$ cat src/rtl/board_evt_pkg.sv
// rtl/board_evt_pkg.sv - shared widths, scan state and bit-search helper for the board event detector
package board_evt_pkg;

    localparam int EVT_W   = 6;
    localparam int SQ_W    = 5;
    localparam int BOARD_W = 32;

    typedef enum logic {
        IDLE,
        SCAN
    } state_t;

    // Index of the lowest set bit; callers only use it on a non-zero vector.
    function automatic logic [SQ_W-1:0] lowest_set(input logic [BOARD_W-1:0] v);
        logic [SQ_W-1:0] idx;
        idx = '0;
        for (int i = BOARD_W - 1; i >= 0; i--) begin
            if (v[i]) idx = SQ_W'(i);
        end
        return idx;
    endfunction

endpackage

$ cat src/rtl/event_fifo.sv
// rtl/event_fifo.sv - synchronous event FIFO with registered head output and full/empty flags
module event_fifo #(
    parameter int DEPTH = 8,
    parameter int W     = 6
) (
    input  logic         clk,
    input  logic         rst_n,
    input  logic         push,
    input  logic [W-1:0] push_data,
    input  logic         pop,
    output logic         full,
    output logic         empty,
    output logic [W-1:0] head_data
);

    localparam int AW = $clog2(DEPTH);

    logic [W-1:0]  mem [DEPTH];
    logic [AW:0]   wr_ptr;
    logic [AW:0]   rd_ptr;
    logic [AW:0]   wr_ptr_nxt;
    logic [AW:0]   rd_ptr_nxt;
    logic          do_push;
    logic          do_pop;
    logic [W-1:0]  head_nxt;

    assign empty      = (wr_ptr == rd_ptr);
    assign full       = (wr_ptr[AW] != rd_ptr[AW]) && (wr_ptr[AW-1:0] == rd_ptr[AW-1:0]);
    assign do_pop     = pop && !empty;
    assign do_push    = push && (!full || do_pop);
    assign wr_ptr_nxt = wr_ptr + {{AW{1'b0}}, do_push};
    assign rd_ptr_nxt = rd_ptr + {{AW{1'b0}}, do_pop};

    // The head register must see an entry written this same cycle, so bypass the array.
    always_comb begin
        head_nxt = '0;
        if (wr_ptr_nxt != rd_ptr_nxt) begin
            if (do_push && (rd_ptr_nxt[AW-1:0] == wr_ptr[AW-1:0])) begin
                head_nxt = push_data;
            end else begin
                head_nxt = mem[rd_ptr_nxt[AW-1:0]];
            end
        end
    end

    always_ff @(posedge clk) begin
        if (do_push) begin
            mem[wr_ptr[AW-1:0]] <= push_data;
        end
    end

    always_ff @(posedge clk or negedge rst_n) begin
        if (!rst_n) begin
            wr_ptr    <= '0;
            rd_ptr    <= '0;
            head_data <= '0;
        end else begin
            wr_ptr    <= wr_ptr_nxt;
            rd_ptr    <= rd_ptr_nxt;
            head_data <= head_nxt;
        end
    end

endmodule

$ cat src/rtl/board_event_detector.sv
// rtl/board_event_detector.sv - debounced board snapshot and per-square place/lift events; SENSOR_INVERT_EN inverts sensors
module board_event_detector
    import board_evt_pkg::*;
#(
    parameter int STABLE_COUNT = 4,
    parameter int FIFO_DEPTH   = 8
) (
    input  logic        clk,
    input  logic        rst_n,
    input  logic [31:0] sensor_in,
    input  logic        sample_tick,
    output logic [31:0] board_state,
    output logic        evt_valid,
    output logic [5:0]  evt_data,
    input  logic        evt_ready,
    output logic        busy
);

    localparam logic [3:0] ACCEPT_CNT = 4'(STABLE_COUNT - 1);

    state_t             state;
    logic [BOARD_W-1:0] sample;
    logic [BOARD_W-1:0] candidate;
    logic [BOARD_W-1:0] diff;
    logic [3:0]         stable_cnt;
    logic [3:0]         cnt_inc;
    logic               sample_match;
    logic               accept;
    logic [SQ_W-1:0]    scan_sq;
    logic [EVT_W-1:0]   scan_evt;
    logic               fifo_full;
    logic               fifo_empty;
    logic               pop;
    logic               push;

`ifdef SENSOR_INVERT_EN
    assign sample = ~sensor_in;
`else
    assign sample = sensor_in;
`endif

    assign sample_match = (sample == candidate);
    assign cnt_inc      = (stable_cnt == 4'd15) ? 4'd15 : stable_cnt + 4'd1;
    // The count is compared after this tick's increment, so the run includes the current sample.
    assign accept       = sample_tick && sample_match && (cnt_inc >= ACCEPT_CNT)
                          && (state == IDLE) && (candidate != board_state);

    assign scan_sq   = lowest_set(diff);
    assign scan_evt  = {board_state[scan_sq], scan_sq};
    assign evt_valid = !fifo_empty;
    assign pop       = evt_valid && evt_ready;
    assign push      = (state == SCAN) && (diff != '0) && (!fifo_full || pop);
    assign busy      = (state == SCAN);

    always_ff @(posedge clk or negedge rst_n) begin
        if (!rst_n) begin
            state       <= IDLE;
            board_state <= '0;
            candidate   <= '0;
            stable_cnt  <= '0;
            diff        <= '0;
        end else begin
            if (sample_tick) begin
                if (sample_match) begin
                    stable_cnt <= cnt_inc;
                end else begin
                    candidate  <= sample;
                    stable_cnt <= '0;
                end
            end
            case (state)
                IDLE: begin
                    if (accept) begin
                        board_state <= candidate;
                        diff        <= board_state ^ candidate;
                        state       <= SCAN;
                    end
                end
                SCAN: begin
                    if (push) begin
                        diff <= diff & (diff - 1);
                        if ((diff & (diff - 1)) == '0) begin
                            state <= IDLE;
                        end
                    end
                end
                default: state <= IDLE;
            endcase
        end
    end

    event_fifo #(
        .DEPTH (FIFO_DEPTH),
        .W     (EVT_W)
    ) u_event_fifo (
        .clk       (clk),
        .rst_n     (rst_n),
        .push      (push),
        .push_data (scan_evt),
        .pop       (pop),
        .full      (fifo_full),
        .empty     (fifo_empty),
        .head_data (evt_data)
    );

endmodule

$ cat config.mk
export PLATFORM = sky130hd
export DESIGN_NAME = board_event_detector
export DESIGN_NICKNAME = d
export VERILOG_FILES = /design/src/rtl/board_evt_pkg.sv /design/src/rtl/event_fifo.sv /design/src/rtl/board_event_detector.sv
export SDC_FILE = /design/constraint.sdc
export NUM_CORES = 1
export LEC_CHECK = 0
export BUFFER_PORTS_ARGS = -buffer_cell sky130_fd_sc_hd__buf_4
export CORE_AREA = 2 2 131 133
export CTS_CLUSTER_SIZE = 25
export DETAILED_ROUTE_END_ITERATION = 7
export DIE_AREA = 0 0 133 135
export PLACE_DENSITY = 0.81
export SLEW_MARGIN = 20
export SYNTH_ARGS = -nofsm -noshare
export SYNTH_HDL_FRONTEND = slang
export SYNTH_SLANG_ARGS = --single-unit
$ cat constraint.sdc
create_clock -name clk -period 6.9 [get_ports clk]
set_input_delay 1.035 -clock clk [delete_from_list [all_inputs] [get_ports clk]]
set_output_delay 1.035 -clock clk [all_outputs]
set_load 0.03 [all_outputs]
==> metrics.yaml, run 1 <==
clock_network:
  clock_sinks: 163
  cts_hold_buf: 0
  postCtsSetupBuffers: 0
  cts_resized: 0
  clk_latency_ns: 0.43
  cts_buffers: 17
  clk_pin_slew_ns: 0.07
  cts_root_buffer: "clkbuf_16"
  cts_tree: "built"
  htree_levels: 4
  clockBufferDepth: 2
yosys:
  synthArstFlopShare_pct: 70.6
  ys_ff_latch: 163
  synthTopCellsByArea: "dfrtp_1 34%, edfxtp_1 17%, mux2_2 8.8%, xor2_1 4.3%, xnor2_1 3.8%"
  syn_inst: 727
  synth.largest_area_cell: "dfrtp_1"
  avgSynthCellArea_um2: 11.6
  yosysSeqAreaShare_pct: 51.2
  yosys.area.top_type_share_pct: 34.1
  syn_area_um2: 8430
  synth_nets: 768
  synth_edf_count: 48
  ys.flop_type: "dfrtp_1"
  ys_types: 66
  yosys_warnings: 0
worst_hold_path:
  hp-class: "flip-flop to flip-flop"
  min_path_cells: 1
  whs_endpoint: "u_event_fifo.rd_ptr[3]"
  hold_start: "u_event_fifo.rd_ptr[3]"
die:
  dieArea_um2: 18000
  fp.coreArea_um2: 16400
  initial_utilization_pct: 51.4
  die_w_um: 133
  num_rows: 47
  ios: 76
  die_y_um: 135
place:
  port_buffers: 75
  place_ws_ns: 2.80
  place.gp.congestion: 0.898
  place_area_um2: 9190
  place_hpwl_um: 15100
  numPlacedInstances: 995
setup_path:
  reg2reg_depth: 13
  timing.rr.start: "diff[3]"
  worstPathArrival_ns: 4.40
  timing.rr.end: "u_event_fifo.head_data[2]"
  path_class: "flip-flop to flip-flop"
  r2r_slack_ns: 2.75
  cp_max_fo: 7
  critical_path.startpoint_type: "flip-flop"
  critical_path_required_ns: 7.15
  worst_setup_path_end_kind: "flip-flop"
finish:
  syn_to_final_growth_pct: 16.2
  layout_commonest_cell: "dfrtp_1"
  layout.nets: 835
  multi_input_area_um2: 3890
  fill_cells: 1309
  diodes: 0
  final_area_um2: 9790
  seq_area_um2: 4320
  drive_gt1_share_pct: 26.5
  final_cells: 1025
  final_cell_mix: "115 x dfrtp_1, 83 x buf_4, 66 x mux2_2"
timing:
  min_period_ns: 4.15
  setup-violations-final: 0
  rsz0062_at_grt: "no"
  fin_ws_ns: 2.75
  slew_viol_final: 0
  final.period_utilization_pct: 60.1
  fmax_mhz: 241
  worst_pin_slew_ns: 1.14
  setup_tns_ns: 0
  max-slew-margin-rel_pct: 23.9
  finClkSkew_ns: 0.0125
  final_hold_viol_count: 0
detailed_routing:
  drt_pass1_iterations: 5
  routedWlPerCell_um: 20.9
  via_count: 6249
  drt_iter0_drc: 680
  postRouteAntennaNets: 0
  finalWirelength_um: 21400
  drc_errors: 0
  via_per_inst: 6.10
power_and_ir_drop:
  p_leak_nw: 4.05
  ir_drop_uv: 167
  power_density_nw_per_um2: 263
global_route:
  grt_util_all_layers_pct: 24.9
  grt_pass1_vias: 6018
  grt_overflow: 0
  grt_first_pass_wirelength_um: 34200
  grt_start_max_net_pins: 64
  antenna_found_initial: 0
status:
  run_status: "complete, no violations"
job:
  maxCapViolCount: 0
-- synth_stat cells (all sizes together), types with 4 or more instances --
cell / instances
xnor2: 37
o21a: 5
a211oi: 16
a21boi: 5
xor2: 41
nand3: 22
dfrtp: 115
nor2: 37
a21oi: 32
or3: 5
o31a: 4
a2bb2oi: 6
inv: 24
nor4: 19
nor3b: 5
clkbuf: 25
nand4: 13
mux2: 66
o211ai: 4
ha: 5
mux4: 12
o21ai: 63
nand2: 29
nor2b: 7
o22ai: 19
mux2i: 4
buf: 10
edfxtp: 48
nor3: 8
-- sequential cells by signal (all words and copies together), names as in the netlist --
name,count
diff,32
stable_cnt,4
u_event_fifo.mem,48
u_event_fifo.wr_ptr,4
board_state,32
candidate,32
u_event_fifo.head_data,6
busy,1
u_event_fifo.rd_ptr,4
-- cells by family (layout without fill, tap and decap cells) --
kind of cell             after synthesis  after routing  share of synthesized area (%)
XOR/XNOR                              78             78                           8.10
multiplexers                          82             82                           12.5
flip-flops                           163            163                           51.2
buffers and inverters                 59            137                           2.85
AO/OA/AOI/OAI                        181            181                           14.0
adder cells (fa/ha/maj)                7              7                          0.980
AND/OR/NAND/NOR                      157            157                           10.3
-- metrics by stage --
stage	utilization, %	total power [mW]	hold WS, ns
detailed placement	56.0	1.65	0.547
finish	59.7	2.57	0.544
CTS	59.6	2.59	0.555
floorplan	-	1.49	0.504
global route	59.7	2.67	0.568
global placement	56.0	1.64	0.525
-- worst max-delay path, cell delays in order (launching register included) --
cell and delay, ns:
dfrtp_1 0.46, nor4_4 0.48, and3_1 0.37, nand3_1 0.31, nor2_1 0.19, a221o_1 0.40
inv_1 0.11, ha_1 0.22, ha_1 0.19, xor2_1 0.20, xnor2_1 0.15, nand3_1 0.11
nor3b_1 0.66, a211oi_1 0.12
-- worst max path at each step --
stage / from / endpoint / cells past startpoint / slack, ns
final: diff[3] / u_event_fifo.head_data[2] / 13 / 2.75
after detailed placement: diff[3] / u_event_fifo.head_data[2] / 13 / 2.80
after CTS: diff[3] / u_event_fifo.head_data[2] / 13 / 2.79
after global placement: diff[3] / u_event_fifo.head_data[2] / 13 / 2.84
after global routing: diff[3] / u_event_fifo.head_data[2] / 13 / 2.38
after floorplan: u_event_fifo.wr_ptr[1] / u_event_fifo.head_data[5] / 11 / 3.37
-- power by group --
group	switching (mW)	internal (mW)
Clock	0.376	0.563
Combinational	0.293	0.257
Sequential	0.0455	1.04
Total	0.714	1.86
-- routing by layer --
layer | vias up | global-route usage [%] | wire (um)
li1 | 2841 | - | -
met1 | 3069 | 35.8 | 9240
met2 | 294 | 36.6 | 9780
met3 | 45 | 5.74 | 1820
met4 | 0 | 9.98 | 571
met5 | - | 0 | 0
-- cell type report --
cell class | count | area share [%]
well taps | 220 | 2.81
multi-input cells | 505 | 39.7
clock buffers | 26 | 5.75
repair buffers | 83 | 6.36
flip-flops and latches | 163 | 44.1
clock inverters | 4 | 0.332
inverters | 24 | 0.920
Power figures use the tool's default switching activity.
==> inputs of run 2 (changes only) <==
PLACE_DENSITY = 0.84   (was 0.81)
clock period = 3.5 ns   (was 6.9 ns; I/O delays follow)
==> run 2 against run 1 <==
Net effect: fmax grew 27%; cell area grew 2.6%; routed wire length grew 6.4%; sequential share of layout area shrank 1.1 points; largest cell class unchanged.
==> metrics.yaml, run 2 (same netlist as run 1, synthesis figures left out) <==
finish:
  largest_reg_flops: 48
  seq_area_um2: 4320
  syn_to_final_growth_pct: 19.2
  drive_gt1_share_pct: 28.9
  final_cells: 1048
  diodes: 0
  layout.nets: 856
  fill_cells: 1222
  final_area_um2: 10100
  layout_commonest_cell: "dfrtp_1"
  final_cell_mix: "115 x dfrtp_1, 102 x buf_4, 66 x mux2_2"
  multi_input_area_um2: 3900
setup_path:
  critical_path_required_ns: 3.62
  path_buf_inv: 0
  critPathMaxStageDelay_ns: 0.49
  path_class: "flip-flop to flip-flop"
  cp_max_fo: 13
  critPathSlowestCell: "o22a_1"
  worstPathArrival_ns: 3.40
  worst_setup_path_end_kind: "flip-flop"
  cp.depth: 8
  crit_chain: "or2_2 -> a211oi_1 -> o22a_1 -> nand2_1 -> a211oi_1 -> a311o_1 -> a311o_1 -> nand2_1"
  reg2reg_depth: 8
  cp_top_family: "compound AO/OA/AOI/OAI gates"
  critical_path.startpoint_type: "flip-flop"
detailed_routing:
  routedWlPerCell_um: 21.7
  finalWirelength_um: 22800
  via_count: 6530
  drt_iter0_drc: 665
  drc_errors: 0
  drt_pass1_iterations: 5
  postRouteAntennaNets: 0
  via_per_inst: 6.23
power_and_ir_drop:
  p_leak_nw: 4.21
  power_density_nw_per_um2: 534
  ir_drop_uv: 350
timing:
  min_period_ns: 3.28
  worst_pin_slew_ns: 1.13
  slew_viol_final: 0
  final_hold_viol_count: 0
  fin_hold_ws_ns: 0.134
  fmax_mhz: 305
  rsz0062_at_grt: "no"
  final.period_utilization_pct: 93.6
  max-slew-margin-rel_pct: 24.6
  setup_tns_ns: 0
  finClkSkew_ns: 0.00965
  setup-violations-final: 0
  fin_ws_ns: 0.222
status:
  run_status: "complete, no violations"
worst_hold_path:
  hp-class: "input pin to async pin"
clock_network:
  clockBufferDepth: 2
  clk_latency_ns: 0.43
  htree_levels: 4
  cts_tree: "built"
  cts_hold_buf: 0
  clk_pin_slew_ns: 0.06
  cts_buffers: 17
  clock_sinks: 163
  cts_root_buffer: "clkbuf_16"
die:
  initial_utilization_pct: 51.4
  num_rows: 47
  fp.coreArea_um2: 16400
  die_y_um: 135
  dieArea_um2: 18000
  ios: 76
  die_w_um: 133
global_route:
  grt_start_max_net_pins: 66
  gr-max-usage-layer: "met2"
  grt_first_pass_wirelength_um: 36000
  grt_use_met1_pct: 35.5
  grtUsageMet2_pct: 42.2
  grt_overflow: 0
  grt_pass1_vias: 6426
  use_met3_pct: 6.53
  antenna_found_initial: 0
  grt_util_all_layers_pct: 26.5
place:
  port_buffers: 75
  place_area_um2: 9370
  place_ws_ns: 0.233
  place.gp.congestion: 0.961
  numPlacedInstances: 1016
  place_hpwl_um: 15800
job:
  maxCapViolCount: 0
## run 2: cell types whose count changed in the layout (fill, tap and decap cells not counted), sizes merged
cell / before / now
buf: 83 / 104
clkinv: 0 / 3
bufinv: 0 / 2
clkinvlp: 2 / 0
clkbuf: 26 / 25
## run 2: per-stage QoR
stage / utilization, % / total power [mW]
after floorplan: - / 2.94
final: 61.3 / 5.37
after global placement: 57.1 / 3.28
after CTS: 61.2 / 5.38
after global routing: 61.3 / 5.56
after detailed placement: 57.1 / 3.33
## run 2: power breakdown
| part | switching [mW] | leakage (nW) | total, mW | internal, mW |
|---|---|---|---|---|
| Combinational | 0.599 | 1.89 | 1.16 | 0.560 |
| Clock | 0.789 | 0.326 | 2.05 | 1.27 |
| Sequential | 0.0995 | 1.99 | 2.15 | 2.05 |
| Total | 1.49 | 4.21 | 5.37 | 3.88 |
## run 2: timing repair
action,in CTS,in global routing
buffers inserted,0,0
resized for setup,0,2
endpoints found under the setup margin,0,9
## run 2: metal layers
layer	routed length, um	vias to the layer above
li1	-	2890
met1	9310	3253
met2	10800	333
met3	2000	54
met4	636	0
met5	0	-
## run 2: final timing paths
check	startpoint	to	slack, ns
setup / recovery	diff[6]	u_event_fifo.mem[7][5]	0.22
hold / removal	rst_n	candidate[17]	0.13
setup reg to reg	diff[6]	u_event_fifo.mem[7][5]	0.22
hold reg to reg	u_event_fifo.rd_ptr[3]	u_event_fifo.rd_ptr[3]	0.55
max in group asynchronous	rst_n	u_event_fifo.head_data[2]	2.58
min in group clk	sensor_in[27]	candidate[27]	0.34
## run 2: final cells by class
class                           count  share of cell area (%)
Clock buffer                       25                    5.56
Clock inverter                      7                    1.03
Timing Repair Buffer              104                    8.02
Multi-Input combinational cell    505                    38.8
Sequential cell                   163                    43.0
Tap cell                          220                    2.74
Inverter                           24                   0.896
## run 2: worst reg2reg max path, stage by stage (launching register included)
cell and delay (ns):
dfrtp_1 0.44, or2_2 0.33, a211oi_1 0.45, o22a_1 0.49, nand2_1 0.40, a211oi_1 0.31
a311o_1 0.16, a311o_1 0.21, nand2_1 0.18
